**src/rtl/vc_arbiter_if.sv**
```systemverilog
// Link-side bundle between the VC FIFOs, the arbiter and the downstream demux.
// slave is the arbiter's view; master is the surrounding FIFOs/demux.
interface vc_arbiter_if #(
    parameter int unsigned DATA_WIDTH = 6
);
    logic                  vc0_empty;
    logic                  vc1_empty;
    logic [DATA_WIDTH-1:0] data_in_vc0;
    logic [DATA_WIDTH-1:0] data_in_vc1;
    logic                  pause;
    logic                  pop_vc0;
    logic                  pop_vc1;
    logic [DATA_WIDTH-1:0] dataout;
    logic                  valid_out;
    logic                  active_vc;

    modport master (
        output vc0_empty,
        output vc1_empty,
        output data_in_vc0,
        output data_in_vc1,
        output pause,
        input  pop_vc0,
        input  pop_vc1,
        input  dataout,
        input  valid_out,
        input  active_vc
    );

    modport slave (
        input  vc0_empty,
        input  vc1_empty,
        input  data_in_vc0,
        input  data_in_vc1,
        input  pause,
        output pop_vc0,
        output pop_vc1,
        output dataout,
        output valid_out,
        output active_vc
    );
endinterface

```
**src/rtl/vc_arbiter.sv**
```systemverilog
// Weighted two-VC scheduler: VC0 has priority but yields one word to a waiting VC1
// after VC0_WEIGHT consecutive grants. Popped words are registered onto the link.
module vc_arbiter #(
    parameter int unsigned DATA_WIDTH = 6,
    parameter int unsigned VC0_WEIGHT = 4,
    parameter int unsigned CNT_WIDTH  = 3
) (
    input logic         clk,
    input logic         reset,
    vc_arbiter_if.slave bus
);

    typedef enum logic [1:0] {StIdle, StVc0, StVc1} state_e;

    localparam logic [CNT_WIDTH-1:0] WeightCnt = CNT_WIDTH'(VC0_WEIGHT);
    localparam logic [CNT_WIDTH-1:0] OneCnt    = CNT_WIDTH'(1);

    state_e                state_q, state_d;
    logic [CNT_WIDTH-1:0]  cnt_q, cnt_d;
    logic [DATA_WIDTH-1:0] dataout_q, dataout_d;
    logic                  valid_q, valid_d;
    logic                  active_q, active_d;
    logic                  grant_vc0, grant_vc1;

    // Next-state and grant decode; pause freezes state and counter.
    always_comb begin
        state_d   = state_q;
        cnt_d     = cnt_q;
        grant_vc0 = 1'b0;
        grant_vc1 = 1'b0;
        if (!bus.pause) begin
            unique case (state_q)
                StIdle: begin
                    if (!bus.vc0_empty) begin
                        grant_vc0 = 1'b1;
                        state_d   = StVc0;
                        cnt_d     = OneCnt;
                    end else if (!bus.vc1_empty) begin
                        grant_vc1 = 1'b1;
                        state_d   = StVc1;
                        cnt_d     = '0;
                    end
                end
                StVc0: begin
                    if (!bus.vc0_empty && (bus.vc1_empty || (cnt_q < WeightCnt))) begin
                        grant_vc0 = 1'b1;
                        // Saturate so a late-arriving VC1 is served immediately.
                        cnt_d     = (cnt_q < WeightCnt) ? cnt_q + OneCnt : cnt_q;
                    end else if (!bus.vc1_empty) begin
                        grant_vc1 = 1'b1;
                        state_d   = StVc1;
                        cnt_d     = '0;
                    end else begin
                        state_d   = StIdle;
                        cnt_d     = '0;
                    end
                end
                StVc1: begin
                    if (!bus.vc0_empty) begin
                        grant_vc0 = 1'b1;
                        state_d   = StVc0;
                        cnt_d     = OneCnt;
                    end else if (!bus.vc1_empty) begin
                        grant_vc1 = 1'b1;
                    end else begin
                        state_d   = StIdle;
                        cnt_d     = '0;
                    end
                end
                default: begin
                    state_d = StIdle;
                    cnt_d   = '0;
                end
            endcase
        end
    end

    // Link register inputs: a cycle without a grant drives an idle, zeroed link.
    always_comb begin
        dataout_d = '0;
        valid_d   = 1'b0;
        active_d  = active_q;
        if (grant_vc0) begin
            dataout_d = bus.data_in_vc0;
            valid_d   = 1'b1;
            active_d  = 1'b0;
        end else if (grant_vc1) begin
            dataout_d = bus.data_in_vc1;
            valid_d   = 1'b1;
            active_d  = 1'b1;
        end
    end

    always_ff @(posedge clk or posedge reset) begin
        if (reset) begin
            state_q   <= StIdle;
            cnt_q     <= '0;
            dataout_q <= '0;
            valid_q   <= 1'b0;
            active_q  <= 1'b0;
        end else begin
            state_q   <= state_d;
            cnt_q     <= cnt_d;
            dataout_q <= dataout_d;
            valid_q   <= valid_d;
            active_q  <= active_d;
        end
    end

    // Pops are gated by reset so no word is consumed while the arbiter is held.
    assign bus.pop_vc0   = grant_vc0 & ~reset;
    assign bus.pop_vc1   = grant_vc1 & ~reset;
    assign bus.dataout   = dataout_q;
    assign bus.valid_out = valid_q;
    assign bus.active_vc = active_q;

endmodule
```
**src/flat_wrapper.sv**
```systemverilog
// flat-port wrapper written by rule: the top's interface ports become plain ports
module vc_arbiter_flat 
#(
    parameter int unsigned DATA_WIDTH = 6,
    parameter int unsigned VC0_WEIGHT = 4,
    parameter int unsigned CNT_WIDTH  = 3
)
  (clk, reset, bus_vc0_empty, bus_vc1_empty, bus_data_in_vc0, bus_data_in_vc1, bus_pause, bus_pop_vc0, bus_pop_vc1, bus_dataout, bus_valid_out, bus_active_vc);
  vc_arbiter_if #(.DATA_WIDTH(DATA_WIDTH)) bus_i ();
  input logic clk;
  input logic reset;
  input wire logic [$bits(bus_i.vc0_empty)-1:0] bus_vc0_empty;
  input wire logic [$bits(bus_i.vc1_empty)-1:0] bus_vc1_empty;
  input wire logic [$bits(bus_i.data_in_vc0)-1:0] bus_data_in_vc0;
  input wire logic [$bits(bus_i.data_in_vc1)-1:0] bus_data_in_vc1;
  input wire logic [$bits(bus_i.pause)-1:0] bus_pause;
  output wire logic [$bits(bus_i.pop_vc0)-1:0] bus_pop_vc0;
  output wire logic [$bits(bus_i.pop_vc1)-1:0] bus_pop_vc1;
  output wire logic [$bits(bus_i.dataout)-1:0] bus_dataout;
  output wire logic [$bits(bus_i.valid_out)-1:0] bus_valid_out;
  output wire logic [$bits(bus_i.active_vc)-1:0] bus_active_vc;
  assign bus_i.vc0_empty = bus_vc0_empty;
  assign bus_i.vc1_empty = bus_vc1_empty;
  assign bus_i.data_in_vc0 = bus_data_in_vc0;
  assign bus_i.data_in_vc1 = bus_data_in_vc1;
  assign bus_i.pause = bus_pause;
  assign bus_pop_vc0 = bus_i.pop_vc0;
  assign bus_pop_vc1 = bus_i.pop_vc1;
  assign bus_dataout = bus_i.dataout;
  assign bus_valid_out = bus_i.valid_out;
  assign bus_active_vc = bus_i.active_vc;
  vc_arbiter #(.DATA_WIDTH(DATA_WIDTH), .VC0_WEIGHT(VC0_WEIGHT), .CNT_WIDTH(CNT_WIDTH)) u_core (.clk(clk), .reset(reset), .bus(bus_i));
endmodule
```
**config.mk**
```make
export PLATFORM = sky130hd
export DESIGN_NAME = vc_arbiter_flat
export DESIGN_NICKNAME = d
export VERILOG_FILES = /design/src/rtl/vc_arbiter_if.sv /design/src/rtl/vc_arbiter.sv /design/src/flat_wrapper.sv
export SDC_FILE = /design/constraint.sdc
export NUM_CORES = 1
export LEC_CHECK = 0
export CAP_MARGIN = 20
export CELL_PAD_IN_SITES_DETAIL_PLACEMENT = 1
export CELL_PAD_IN_SITES_GLOBAL_PLACEMENT = 1
export CORE_ASPECT_RATIO = 1.2
export CORE_UTILIZATION = 34
export CTS_BUF_LIST = sky130_fd_sc_hd__clkbuf_8
export DETAILED_ROUTE_END_ITERATION = 12
export PLACE_DENSITY = 0.91
export SYNTH_ARGS = -nofsm -noshare
export SYNTH_HDL_FRONTEND = slang
export SYNTH_SLANG_ARGS = --single-unit
```
**constraint.sdc**
```tcl
create_clock -name clk -period 3.25 [get_ports clk]
set_input_delay 0.65 -clock clk [delete_from_list [all_inputs] [get_ports clk]]
set_output_delay 0.65 -clock clk [all_outputs]
set_load 0.1 [all_outputs]
```
==> flow_metrics.tcl, run 1 <==
set metrics [dict create \
    status "finished, final reports clean" \
    numCtsBuffers 3 \
    seq_area_frac_synth_pct 54.3 \
    die_y_um 48.0 \
    max_stage_delay_ns 0.61 \
    io_pins 27 \
    tns_ns 0 \
    clk_pin_slew_ns 0.05 \
    worst_pin_slew_ns 0.418 \
    fin_skew_ns 0.00272 \
    hold_buffers 0 \
    power_density_nw_per_um2 514 \
    fmax_mhz 353 \
    gp_congestion 0.669 \
    clk_path_buf_depth 2 \
    clk-insertion-delay-late_ns 0.25 \
    worstPathRequired_ns 2.60 \
    relSlewSlack_pct 71.9 \
    cts_resized 0 \
    drive_gt1_share_pct 25.9 \
    ys_ff_latch 13 \
    n_antenna_cell 0 \
    ir_worst_vdd_uv 317 \
    drt_iter0_markers 0 \
    cts_setup_buffers 0 \
    num-nets-final 104 \
    rsz0062_at_grt "no" \
    hold_class "flip-flop to flip-flop" \
    cp.arrival_ns 2.19 \
    syn_inst 52 \
    drv_cap 0 \
    synth_warnings 0 \
    wl_per_cell_um 15.4 \
    htree_levels 1 \
    io_buffers 26 \
    coreArea_um2 1640 \
    slew_viol_final 0 \
    dr_total_vias 540 \
    detail_route.wirelength_um 1590 \
    layout_setup_ws_ns 0.414 \
    cts-root-buf "clkbuf_8" \
    setup.worst_path.class "primary input to output pin" \
    syn_area_um2 599 \
    synth.avg_cell_area_um2 11.5 \
    syn_to_final_growth_pct 58.5 \
    synth_top_area_share_pct 54.3 \
    rr_worst_depth 5 \
    clock_sinks 13 \
    ant_nets 0 \
    grt_pass1_vias 571 \
    hold_viol 0 \
    viasPerCell 5.24 \
    post-route-period-util_pct 87.3 \
    dp_slack_ns 0.429 \
    overflow 0 \
    grtUsageTotal_pct 20.3 \
    ys_top_cells_by_area "dfrtp_1 (54%), a22o_1 (10%), a21oi_4 (2.7%), inv_1 (2.5%), nand2_1 (2.5%)" \
    crit_chain "clkdlybuf4s50_1 > a21oi_2 > or3_4 > a21oi_4 > and2_1 > buf_12" \
    crit_slowest_cell "clkdlybuf4s50_1" \
    die_w_um 40.3 \
    fill_cells 171 \
    ys_types 24 \
    cp-end-kind "output pin" \
    synth_top_area_cell "dfrtp_1" \
    power.leakage_uw 0.000441 \
    grt_max_degree 10 \
    start_kind "primary input" \
    cp_max_fo 7 \
    final_common_cell "clkdlybuf4s50_1" \
    dr.pass1.iters 1 \
    die-area_um2 1940 \
    finalCriticalPeriod_ns 2.84 \
    drcViolationCount 0 \
    whs_path_depth 1 \
    layout.cells.most_common_list "clkdlybuf4s50_1 (16), dfrtp_1 (13), buf_4 (11)" \
    syn_nets 70 \
    rows 16 \
    antenna_found_initial 0 \
    setup_violations 0 \
    start_util_pct 36.5 \
    cts_tree "done" \
    dpl.hpwl_um 1120 \
    grt_pass1_wl_um 2520 \
]
sequential cells by signal, indices dropped and copies added (netlist names):
| signal | flops |
|---|---|
| u_core.bus.dataout | 6 |
| u_core.cnt_q | 3 |
| u_core.state_q | 2 |
| u_core.bus.active_vc | 1 |
| u_core.bus.valid_out | 1 |
synthesized netlist by cell type:
| cell | number |
|---|---|
| a21o_2 | 1 |
| a21oi_1 | 2 |
| a21oi_2 | 1 |
| a21oi_4 | 1 |
| a22o_1 | 7 |
| a31oi_1 | 2 |
| and2_1 | 2 |
| dfrtp_1 | 13 |
| ha_1 | 1 |
| inv_1 | 4 |
| nand2_1 | 4 |
| nand2b_1 | 1 |
| nor2b_1 | 1 |
| nor3b_1 | 1 |
| nor3b_2 | 1 |
| nor4_1 | 1 |
| o211ai_1 | 1 |
| o21ai_0 | 2 |
| o21ai_1 | 1 |
| o21bai_1 | 1 |
| or2_2 | 1 |
| or3_1 | 1 |
| or3_4 | 1 |
| xor2_1 | 1 |
power breakdown:
group / internal, uW / leakage, uW / switching, uW
registers: 177 / 0.000169 / 13.8
logic: 51.6 / 0.000245 / 101
clock network: 83.6 / 0.0000269 / 61.0
total: 312 / 0.000441 / 175
cell type report:
type	instances	area (um2)	share of cell area, %
Sequential cell	13	325	34.3
Inverter	4	15.0	1.58
Tap cell	18	22.5	2.37
Multi-Input combinational cell	35	259	27.3
Clock buffer	3	41.3	4.35
Timing Repair Buffer	29	283	29.8
Clock inverter	1	3.75	0.395
per-stage QoR:
stage	util (%)	power [uW]	instance area, um2	hold slack [ns]	instances
finish	57.9	488	950	0.504	103
global placement	55.1	342	905	0.497	99
global route	57.9	510	950	0.521	103
floorplan	-	291	599	0.470	52
detailed placement	55.1	346	905	0.499	99
CTS	57.9	495	950	0.516	103
cells by family (layout without fill, tap and decap cells):
family | after synthesis | after routing | synth area share [%]
and+or+nand+nor | 14 | 14 | 15.0
xor gates and xnor gates | 1 | 1 | 1.46
adders and majority gates | 1 | 1 | 2.09
buffers and inverters | 4 | 37 | 2.50
DFF | 13 | 13 | 54.3
AOI/OAI and AO/OA | 19 | 19 | 24.6
critical path, delay by kind of cell:
family                 cells  cell delay (ns)
AO/OA/AOI/OAI              2             0.18
AND/OR/NAND/NOR            2             0.55
buffers and inverters      2             0.80
path summary, 6_finish.rpt:
kind | start | end | slack [ns]
min in group asynchronous | reset | u_core.cnt_q[2] | 0.64
max in group asynchronous | reset | u_core.bus.dataout[1] | 2.20
hold / removal | u_core.cnt_q[1] | u_core.cnt_q[1] | 0.50
setup / recovery | bus_vc0_empty | bus_pop_vc1 | 0.41
hold reg to reg | u_core.cnt_q[1] | u_core.cnt_q[1] | 0.50
setup reg to reg | u_core.state_q[0] | u_core.bus.dataout[1] | 1.77
layer usage:
metal / global-route usage (%) / vias to the layer above / part of all wire (%)
met1: 23.1 / 263 / 38
met4: 10.0 / 0 / 1.0
met3: 3.26 / 2 / 4.0
met5: 0 / - / 0
li1: - / 254 / -
met2: 35.9 / 21 / 57
(Power assumes the default switching activity.)
==> run 2: changes to the inputs <==
--- a/config.mk
+++ b/config.mk
@@ -10,7 +10,8 @@
 export CELL_PAD_IN_SITES_GLOBAL_PLACEMENT = 1
 export CORE_ASPECT_RATIO = 1.2
 export CORE_UTILIZATION = 34
-export CTS_BUF_LIST = sky130_fd_sc_hd__clkbuf_8
+export CTS_BUF_LIST = sky130_fd_sc_hd__clkbuf_4 sky130_fd_sc_hd__clkbuf_8
+export CTS_CLUSTER_SIZE = 24
 export DETAILED_ROUTE_END_ITERATION = 12
 export PLACE_DENSITY = 0.91
 export SYNTH_ARGS = -nofsm -noshare
==> run 2 against run 1 <==
Via count fell by 1.5%; design area down 1.6%; routed wire length decreased by 15%; clock-buffer cell count increased by 1; first-iteration DRC count unchanged; combinational power is essentially flat.
==> flow_metrics.tcl, run 2 (synthesis gave the netlist of run 1 again) <==
set metrics [dict create \
    layout.cells.most_common_list "clkdlybuf4s50_1 (16), dfrtp_1 (13), buf_4 (11)" \
    p_switching_uw 161 \
    relSlewSlack_pct 71.9 \
    hold_viol 0 \
    power_frac_comb_pct 33.9 \
    antenna_found_initial 0 \
    syn_to_final_growth_pct 55.9 \
    setup_violations 0 \
    start_kind "primary input" \
    cts_tree "done" \
    whs_path_depth 1 \
    cts_setup_buffers 0 \
    coreArea_um2 1640 \
    dr_total_vias 532 \
    drv_cap 0 \
    dpl.hpwl_um 1120 \
    place_area_um2 905 \
    final_common_cell "clkdlybuf4s50_1" \
    worstPathRequired_ns 2.60 \
    regArea_um2 325 \
    largest_reg_flops 6 \
    tns_ns 0 \
    grtUsageTotal_pct 16.4 \
    die_w_um 40.3 \
    ir_worst_vdd_uv 274 \
    final_cells 103 \
    seq_power_share_pct 42.7 \
    gp_congestion 0.669 \
    numCtsBuffers 3 \
    rr_worst_depth 5 \
    drt_iter0_markers 0 \
    cp.arrival_ns 2.18 \
    die_y_um 48.0 \
    io_buffers 26 \
    hold_class "flip-flop to flip-flop" \
    start_util_pct 36.5 \
    clk_pin_slew_ns 0.07 \
    hold_buffers 0 \
    grt_pass1_vias 527 \
    cp_max_fo 7 \
    die-area_um2 1940 \
    rows 16 \
    overflow 0 \
    finalCriticalPeriod_ns 2.83 \
    power.leakage_uw 0.000432 \
    htree_levels 1 \
    io_pins 27 \
    worstHoldStart "u_core.cnt_q[1]" \
    dp.cells 99 \
    post-route-period-util_pct 87.2 \
    drcViolationCount 0 \
    rsz0062_at_grt "no" \
    cts_resized 0 \
    grt_max_degree 10 \
    power_density_nw_per_um2 476 \
    num-nets-final 104 \
    fin_skew_ns 0.00556 \
    ant_nets 0 \
    n_antenna_cell 0 \
    slew_viol_final 0 \
    design_area_um2 935 \
    clock_sinks 13 \
    viasPerCell 5.17 \
    p_clk_share_pct 23.4 \
    clk_path_buf_depth 2 \
    worst_pin_slew_ns 0.418 \
    grt_pass1_wl_um 2140 \
    multi_input_area_um2 259 \
    status "finished, final reports clean" \
    cp-end-kind "output pin" \
    cts-root-buf "clkbuf_4" \
    setup.worst_path.class "primary input to output pin" \
    swShare_pct 36.2 \
    fmax_mhz 353 \
    detail_route.wirelength_um 1340 \
    dr.pass1.iters 1 \
    drive_gt1_share_pct 27.1 \
    intPower_uw 284 \
    crit_path_start "bus_vc0_empty" \
    rr_startpoint "u_core.state_q[0]" \
    clk-insertion-delay-late_ns 0.27 \
    fill_cells 181 \
    wl_per_cell_um 13.0 \
]
run 2: changes by cell type in the layout (fill, tap and decap cells not counted), sizes merged:
cell and delta:
clkbuf +1, inv -1
run 2: path summary, 6_finish.rpt:
path	end	slack, ns
worst max-delay path	bus_pop_vc1	0.42
worst min register to register	u_core.cnt_q[1]	0.51
worst max register to register	u_core.bus.dataout[5]	1.78
worst min-delay path	u_core.cnt_q[1]	0.51
max in group asynchronous	u_core.bus.dataout[2]	2.23
min in group asynchronous	u_core.state_q[1]	0.62
run 2: critical path: stages:
cell,delay [ns]
clkdlybuf4s50_1,0.61
a21oi_2,0.05
or3_4,0.35
a21oi_4,0.13
and2_1,0.20
buf_12,0.19
run 2: metal layers:
layer  global-route usage [%]  part of all wire [%]  routed length, um
met5                        0                     0                  0
met4                     2.00                     0                  0
met3                     3.26                   4.2                 56
met2                     29.8                    56                748
met1                     20.2                    40                539
run 2: power by group through the flow:
stage	clock network, uW	logic, uW	registers, uW
after floorplan	0	38.7	253
after detailed placement	0	152	194
after global placement	0	150	192
final	104	151	190
after global routing	116	159	192
after CTS	109	153	190
run 2: layout make-up:
class | instances | share of cell area [%]
inverters | 4 | 1.61
clock buffers | 4 | 3.21
flip-flops and latches | 13 | 34.8
multi-input cells | 35 | 27.7
well taps | 18 | 2.41
repair buffers | 29 | 30.3
run 2: per-stage QoR:
stage          hold WS (ns)  power [uW]  worst slack (ns)  util (%)
3_3_place_gp          0.497         342             0.473      55.1
4_1_cts               0.521         452             0.387      56.9
3_5_place_dp          0.499         346             0.429      55.1
6_report              0.511         445             0.417      56.9
5_1_grt               0.528         468             0.352      56.9
2_1_floorplan         0.470         291             0.584         -
